## src/rtl/prg_dma_if.sv

```systemverilog
// Host byte stream (hps_io ioctl) and DMA write port bundled for the PRG loader.
interface prg_dma_if #(
    parameter int ADDR_W = 16
);
    logic              ioctl_download;
    logic [7:0]        ioctl_index;
    logic              ioctl_wr;
    logic [7:0]        ioctl_dout;
    logic              ioctl_wait;
    logic              dma_ready;
    logic              dma_we;
    logic [ADDR_W-1:0] dma_addr;
    logic [7:0]        dma_dout;

    modport master (
        output ioctl_download, ioctl_index, ioctl_wr, ioctl_dout, dma_ready,
        input  ioctl_wait, dma_we, dma_addr, dma_dout
    );

    modport slave (
        input  ioctl_download, ioctl_index, ioctl_wr, ioctl_dout, dma_ready,
        output ioctl_wait, dma_we, dma_addr, dma_dout
    );
endinterface

```

## src/rtl/prg_dma_loader.sv

```systemverilog
// PRG loader: strips the 2-byte little-endian load address from the ioctl stream and
// writes the payload into machine RAM through a small FIFO and a stallable DMA port.
module prg_dma_loader #(
    parameter int                ADDR_W = 16,
    parameter logic [7:0]        INDEX  = 8'h41,
    parameter int                DEPTH  = 4,
    parameter logic [ADDR_W-1:0] LIMIT  = 16'h7FFF
) (
    input  logic              clk,
    input  logic              reset,
    prg_dma_if.slave          bus,
    output logic              busy,
    output logic              done,
    output logic [ADDR_W-1:0] load_start,
    output logic [ADDR_W-1:0] load_end,
    output logic              overflow
);
    localparam int PTR_W = $clog2(DEPTH);
    localparam int CNT_W = PTR_W + 1;

    typedef enum logic [2:0] {
        S_IDLE   = 3'd0,
        S_HDR_LO = 3'd1,
        S_HDR_HI = 3'd2,
        S_DATA   = 3'd3,
        S_FLUSH  = 3'd4,
        S_DONE   = 3'd5
    } state_t;

    state_t            state_r, state_nxt_s;
    logic              dl_prev_r;
    logic [7:0]        fifo_mem_r [DEPTH];
    logic [PTR_W-1:0]  wr_ptr_r, rd_ptr_r;
    logic [CNT_W-1:0]  count_r, count_nxt_s;
    logic [ADDR_W-1:0] ptr_r, load_start_r, load_end_r, last_addr_r;
    logic [7:0]        hdr_lo_r, last_dout_r;
    logic              overflow_r, wait_r, wait_nxt_s;
    logic              sel_s, accept_s, start_s, full_s, push_s, drop_s, pop_s, in_range_s, we_s;

    assign sel_s      = bus.ioctl_download & (bus.ioctl_index == INDEX);
    assign accept_s   = bus.ioctl_wr & sel_s &
                        ((state_r == S_HDR_LO) | (state_r == S_HDR_HI) | (state_r == S_DATA));
    assign start_s    = (state_r == S_IDLE) & sel_s & ~dl_prev_r;
    assign full_s     = (count_r == CNT_W'(DEPTH));
    assign push_s     = accept_s & (state_r == S_DATA) & ~full_s;
    assign drop_s     = accept_s & (state_r == S_DATA) & full_s;
    assign pop_s      = (count_r != {CNT_W{1'b0}}) & bus.dma_ready;
    // Bytes addressed above LIMIT still leave the FIFO so the pointer keeps advancing.
    assign in_range_s = (ptr_r <= LIMIT);
    assign we_s       = pop_s & in_range_s;

    // FIFO occupancy for the coming cycle.
    always_comb begin
        count_nxt_s = count_r;
        if (push_s && !pop_s) begin
            count_nxt_s = count_r + CNT_W'(1'b1);
        end else if (!push_s && pop_s) begin
            count_nxt_s = count_r - CNT_W'(1'b1);
        end else begin
            count_nxt_s = count_r;
        end
    end

    // Load sequencing and host backpressure.
    always_comb begin
        state_nxt_s = state_r;
        case (state_r)
            S_IDLE: begin
                if (start_s) state_nxt_s = S_HDR_LO;
                else         state_nxt_s = S_IDLE;
            end
            S_HDR_LO: begin
                if (!bus.ioctl_download) state_nxt_s = S_FLUSH;
                else if (accept_s)       state_nxt_s = S_HDR_HI;
                else                     state_nxt_s = S_HDR_LO;
            end
            S_HDR_HI: begin
                if (!bus.ioctl_download) state_nxt_s = S_FLUSH;
                else if (accept_s)       state_nxt_s = S_DATA;
                else                     state_nxt_s = S_HDR_HI;
            end
            S_DATA: begin
                if (!bus.ioctl_download) state_nxt_s = S_FLUSH;
                else                     state_nxt_s = S_DATA;
            end
            S_FLUSH: begin
                if (count_r == {CNT_W{1'b0}}) state_nxt_s = S_DONE;
                else                          state_nxt_s = S_FLUSH;
            end
            S_DONE:  state_nxt_s = S_IDLE;
            default: state_nxt_s = S_IDLE;
        endcase

        // One free slot is kept so a strobe already in flight from the host always fits.
        if ((state_nxt_s == S_FLUSH) || (state_nxt_s == S_DONE)) begin
            wait_nxt_s = 1'b1;
        end else if (state_nxt_s == S_IDLE) begin
            wait_nxt_s = 1'b0;
        end else begin
            wait_nxt_s = (count_nxt_s >= CNT_W'(DEPTH - 1));
        end
    end

    // FIFO storage; contents are don't-care while the FIFO is empty.
    always_ff @(posedge clk) begin
        if (push_s) fifo_mem_r[wr_ptr_r] <= bus.ioctl_dout;
    end

    // Control state, pointers, header capture and load bookkeeping.
    always_ff @(posedge clk or posedge reset) begin
        if (reset) begin
            state_r      <= S_IDLE;
            dl_prev_r    <= 1'b0;
            wr_ptr_r     <= {PTR_W{1'b0}};
            rd_ptr_r     <= {PTR_W{1'b0}};
            count_r      <= {CNT_W{1'b0}};
            ptr_r        <= {ADDR_W{1'b0}};
            load_start_r <= {ADDR_W{1'b0}};
            load_end_r   <= {ADDR_W{1'b0}};
            last_addr_r  <= {ADDR_W{1'b0}};
            hdr_lo_r     <= 8'h00;
            last_dout_r  <= 8'h00;
            overflow_r   <= 1'b0;
            wait_r       <= 1'b0;
        end else begin
            state_r   <= state_nxt_s;
            dl_prev_r <= bus.ioctl_download;
            count_r   <= count_nxt_s;
            wait_r    <= wait_nxt_s;
            if (push_s) wr_ptr_r <= wr_ptr_r + PTR_W'(1'b1);
            if (pop_s) begin
                rd_ptr_r <= rd_ptr_r + PTR_W'(1'b1);
                ptr_r    <= ptr_r + ADDR_W'(1'b1);
            end
            if (we_s) begin
                last_addr_r <= ptr_r;
                last_dout_r <= fifo_mem_r[rd_ptr_r];
                load_end_r  <= ptr_r + ADDR_W'(1'b1);
            end
            if (start_s) begin
                overflow_r   <= 1'b0;
                load_start_r <= {ADDR_W{1'b0}};
                load_end_r   <= {ADDR_W{1'b0}};
                wr_ptr_r     <= {PTR_W{1'b0}};
                rd_ptr_r     <= {PTR_W{1'b0}};
            end else if ((pop_s && !in_range_s) || drop_s) begin
                overflow_r <= 1'b1;
            end
            if (accept_s && (state_r == S_HDR_LO)) begin
                hdr_lo_r     <= bus.ioctl_dout;
                load_start_r <= ADDR_W'({8'h00, bus.ioctl_dout});
                load_end_r   <= ADDR_W'({8'h00, bus.ioctl_dout});
            end
            if (accept_s && (state_r == S_HDR_HI)) begin
                load_start_r <= ADDR_W'({bus.ioctl_dout, hdr_lo_r});
                load_end_r   <= ADDR_W'({bus.ioctl_dout, hdr_lo_r});
                ptr_r        <= ADDR_W'({bus.ioctl_dout, hdr_lo_r});
            end
        end
    end

    assign bus.ioctl_wait = wait_r;
    assign bus.dma_we     = we_s;
    assign bus.dma_addr   = we_s ? ptr_r : last_addr_r;
    assign bus.dma_dout   = we_s ? fifo_mem_r[rd_ptr_r] : last_dout_r;
    assign busy           = (state_r != S_IDLE);
    assign done           = (state_r == S_DONE);
    assign load_start     = load_start_r;
    assign load_end       = load_end_r;
    assign overflow       = overflow_r;
endmodule

```

## src/flat_wrapper.sv

```systemverilog
// flat-port wrapper written by rule: the top's interface ports become plain ports
module prg_dma_loader_flat 
#(
    parameter int                ADDR_W = 16,
    parameter logic [7:0]        INDEX  = 8'h41,
    parameter int                DEPTH  = 4,
    parameter logic [ADDR_W-1:0] LIMIT  = 16'h7FFF
)
  (clk, reset, busy, done, load_start, load_end, overflow, bus_ioctl_download, bus_ioctl_index, bus_ioctl_wr, bus_ioctl_dout, bus_dma_ready, bus_ioctl_wait, bus_dma_we, bus_dma_addr, bus_dma_dout);
  prg_dma_if #(.ADDR_W(ADDR_W)) bus_i ();
  input  logic clk;
  input  logic reset;
  output logic busy;
  output logic done;
  output logic [ADDR_W-1:0] load_start;
  output logic [ADDR_W-1:0] load_end;
  output logic overflow;
  input wire logic [$bits(bus_i.ioctl_download)-1:0] bus_ioctl_download;
  input wire logic [$bits(bus_i.ioctl_index)-1:0] bus_ioctl_index;
  input wire logic [$bits(bus_i.ioctl_wr)-1:0] bus_ioctl_wr;
  input wire logic [$bits(bus_i.ioctl_dout)-1:0] bus_ioctl_dout;
  input wire logic [$bits(bus_i.dma_ready)-1:0] bus_dma_ready;
  output wire logic [$bits(bus_i.ioctl_wait)-1:0] bus_ioctl_wait;
  output wire logic [$bits(bus_i.dma_we)-1:0] bus_dma_we;
  output wire logic [$bits(bus_i.dma_addr)-1:0] bus_dma_addr;
  output wire logic [$bits(bus_i.dma_dout)-1:0] bus_dma_dout;
  assign bus_i.ioctl_download = bus_ioctl_download;
  assign bus_i.ioctl_index = bus_ioctl_index;
  assign bus_i.ioctl_wr = bus_ioctl_wr;
  assign bus_i.ioctl_dout = bus_ioctl_dout;
  assign bus_i.dma_ready = bus_dma_ready;
  assign bus_ioctl_wait = bus_i.ioctl_wait;
  assign bus_dma_we = bus_i.dma_we;
  assign bus_dma_addr = bus_i.dma_addr;
  assign bus_dma_dout = bus_i.dma_dout;
  prg_dma_loader #(.ADDR_W(ADDR_W), .INDEX(INDEX), .DEPTH(DEPTH), .LIMIT(LIMIT)) u_core (.clk(clk), .reset(reset), .bus(bus_i), .busy(busy), .done(done), .load_start(load_start), .load_end(load_end), .overflow(overflow));
endmodule
```

## config.mk

```make
export PLATFORM = sky130hd
export DESIGN_NAME = prg_dma_loader_flat
export DESIGN_NICKNAME = d
export VERILOG_FILES = /design/src/rtl/prg_dma_if.sv /design/src/rtl/prg_dma_loader.sv /design/src/flat_wrapper.sv
export SDC_FILE = /design/constraint.sdc
export NUM_CORES = 1
export LEC_CHECK = 0
export ABC_AREA = 1
export CORE_ASPECT_RATIO = 1.2
export CORE_MARGIN = 5
export CORE_UTILIZATION = 48
export CTS_CLUSTER_SIZE = 30
export DETAILED_ROUTE_END_ITERATION = 6
export GPL_TIMING_DRIVEN = 0
export PLACE_DENSITY = 0.75
export SLEW_MARGIN = 20
export SYNTH_ARGS = -nofsm -noshare
export SYNTH_HDL_FRONTEND = slang
export SYNTH_SLANG_ARGS = --single-unit
```

## constraint.sdc

```tcl
create_clock -name clk -period 2.8 [get_ports clk]
set_input_delay 0.42 -clock clk [delete_from_list [all_inputs] [get_ports clk]]
set_output_delay 0.42 -clock clk [all_outputs]
set_load 0.1 [all_outputs]
```

==> out/metrics.yaml <==
worst_setup_path:
  end_kind: "primary output"
  cp_data_required_time_ns: 2.38
  critical_path.startpoint_type: "flop"
  worstSetupPathType: "flop to primary output"
  cp_max_fo: 10
  arrival_ns: 2.26
layout:
  final_area_mm2: 0.00760
  final_util_pct: 65.4
  diodes: 0
  layout-drive-gt1-share_pct: 18.6
  final_cell_count_no_fill: 876
  nNetsFinal: 735
  syn2layout_area_growth_pct: 33.0
synthesis:
  syn_inst: 601
  synth_area_mm2: 0.00572
  ys_async_sr_fraction_pct: 74.4
  netlist_top_cells_area: "dfrtp_1, edfxtp_1, nand2_1, inv_1, nor2_1"
  synth_warnings: 0
  ys_ff_latch: 125
  avgSynthCellArea_um2: 9.51
  ys_seq_area_share_pct: 57.5
  syn_nets: 630
  synth_top_area_share_pct: 40.7
  synth_edf_count: 32
  yosysTopAreaCell: "dfrtp_1"
  synth_ff_type: "dfrtp_1"
  synth_cell_types: 40
drt:
  ant_nets: 0
  drt_iter0_drc: 408
  routed.top_layer: "met4"
  routed_wl_um: 14700
  wl_per_cell_um: 16.7
  drt-met1-wl_um: 5970
  wl_met3_um: 868
  drcViolationCount: 0
  first_pass_iters: 5
  wl_met2_um: 7480
  viasPerCell: 5.39
  vias: 4719
clock_tree:
  hold_buffers: 0
  h-tree-depth: 4
  insertion_delay_ns: 0.41
  cts-buffers-inserted: 17
  clk_pin_slew_ns: 0.06
  clockBufferDepth: 2
  cts_sinks: 125
  cts_tree: "done"
  cts_root_buffer: "clkbuf_16"
power:
  p_per_area_mw_per_mm2: 1210
  max-vdd-ir-drop_mv: 0.864
  total_power_mw: 9.20
  p_leak_nw: 3.54
floorplan:
  core_area_mm2: 0.0116
  die_area_mm2: 0.0142
  pin_count: 82
  initial_core_util_pct: 49.2
  die_w_um: 110
  std_cell_rows: 43
  die_y_um: 130
timing:
  fin_crit_ns: 2.68
  tightest_slew_ns: 0.982
  slew_headroom_pct: 34.3
  hold_viol_final: 0
  max_freq_mhz: 373
  drv_slew: 0
  whs_ns: 0.390
  finalClockSkew_ns: 0.00912
  period_share_pct: 95.8
  setup_viol: 0
global_routing:
  grt_pass1_wl_um: 23700
  overflow: 0
  antenna_found_initial: 0
  grt_pass1_vias: 4715
  track_usage_pct: 21.9
  grt_max_degree: 29
placed_design:
  gp_congestion: 0.928
  dp_hpwl_um: 10600
  dp_cells: 842
  placed_area_mm2: 0.00686
  port_buffers: 81
job:
  max_cap_viol_count: 0
worst_hold_path:
  hp-class: "input pin to async pin"
status:
  outcome: "finished clean"
## synth_stat cells, types with 2 or more instances
cell type	n
a21o_1	6
a21oi_1	12
a31oi_1	6
buf_2	8
buf_6	5
clkbuf_1	7
dfrtp_1	93
edfxtp_1	32
ha_1	8
inv_1	77
inv_2	6
nand2_1	139
nand2_2	2
nand2_4	3
nand3_1	16
nand4_1	6
nor2_1	55
nor2_2	2
nor3_1	8
nor4_1	2
o21ai_0	40
o21ai_1	8
o221ai_1	8
o22ai_1	10
o22ai_2	8
o32ai_1	8
xnor2_1	3
xor2_1	11
## through the flow
stage	TNS, ns	worst slack (ns)
floorplan	-2.51	-0.387
global placement	-17.79	-0.823
detailed placement	-18.68	-0.844
CTS	0	0.00719
global route	-0.0140	-0.0140
finish	0	0.116
## critical path: stages, from the launching register on
cell,delay [ns]
dfrtp_1,0.40
inv_1,0.11
ha_2,0.21
nand2_1,0.11
nand2_4,0.13
nor2_2,0.06
inv_2,0.12
buf_6,0.16
buf_4,0.17
nand2_1,0.07
nand2_2,0.10
buf_8,0.20
## registers in the layout, indices dropped and copies added (netlist names)
register and flops:
u_core.fifo_mem_r 32, u_core.last_addr_r 16, u_core.load_end 16, u_core.load_start 16, u_core.ptr_r 16, u_core.hdr_lo_r 8
u_core.last_dout_r 8, u_core.count_r 3, u_core.state_r 3, u_core.rd_ptr_r 2, u_core.wr_ptr_r 2, u_core.bus.ioctl_wait 1
u_core.dl_prev_r 1, u_core.overflow 1
## worst paths after layout
kind / slack, ns / depth (start not counted) / endpoint / start
setup reg to reg: 0.60 / 5 / u_core.fifo_mem_r[0][1] / u_core.state_r[2]
setup / recovery: 0.12 / 11 / bus_dma_dout[4] / u_core.count_r[0]
max in group asynchronous: 1.51 / 5 / u_core.load_start[14] / reset
hold / removal: 0.39 / 2 / u_core.count_r[1] / reset
min in group clk: 0.47 / 2 / u_core.load_start[11] / u_core.load_start[11]
hold reg to reg: 0.47 / 2 / u_core.load_start[11] / u_core.load_start[11]
## cell usage in the layout (no fill, tap or decap), types with 11 or more instances in the layout
cell type,Yosys,routed
clkbuf_16,0,17
edfxtp_1,32,32
xor2_1,11,11
o21ai_2,0,13
nand2_1,139,129
dfrtp_1,93,93
nor2_1,55,54
a21oi_1,12,12
buf_6,5,14
nand2_2,2,11
o21ai_0,40,30
nand3_1,16,16
inv_1,77,76
clkdlybuf4s50_1,0,56
## repair_timing
item,4_1_cts,5_1_grt
setup buffers,0,2
endpoints found under the setup margin,25,25
pin swaps,0,1
gates resized for setup,192,22
## report_power, final
| part | switching [mW] | leakage (nW) | internal [mW] | total [mW] |
|---|---|---|---|---|
| registers | 0.218 | 1.45 | 2.24 | 2.46 |
| logic | 3.36 | 1.80 | 1.23 | 4.59 |
| clock network | 0.767 | 0.286 | 1.39 | 2.15 |
## metal layers
layer	global-route usage, %	up-vias
li1	-	2195
met1	27.7	2308
met2	36.7	184
met3	5.28	32
met4	7.78	0
met5	0	-
## cell type report
cell class | count | area (µm²)
Buffer | 21 | 165
Clock buffer | 19 | 433
Clock inverter | 13 | 149
Fill cell | 918 | 4020
Inverter | 85 | 329
Multi-Input combinational cell | 370 | 2060
Sequential cell | 125 | 3290
Tap cell | 157 | 196
Timing Repair Buffer | 86 | 987
## cell families after synthesis
| logic type | Yosys count | share of synthesized area, % |
|---|---|---|
| and+or+nand+nor | 241 | 18.4 |
| AOI/OAI and AO/OA | 107 | 12.1 |
| DFF | 125 | 57.5 |
| xor gates and xnor gates | 14 | 2.14 |
| adders and majority gates | 8 | 1.75 |
| buffers and inverters | 106 | 8.07 |
No activity file was read; power rests on OpenSTA's default activity.
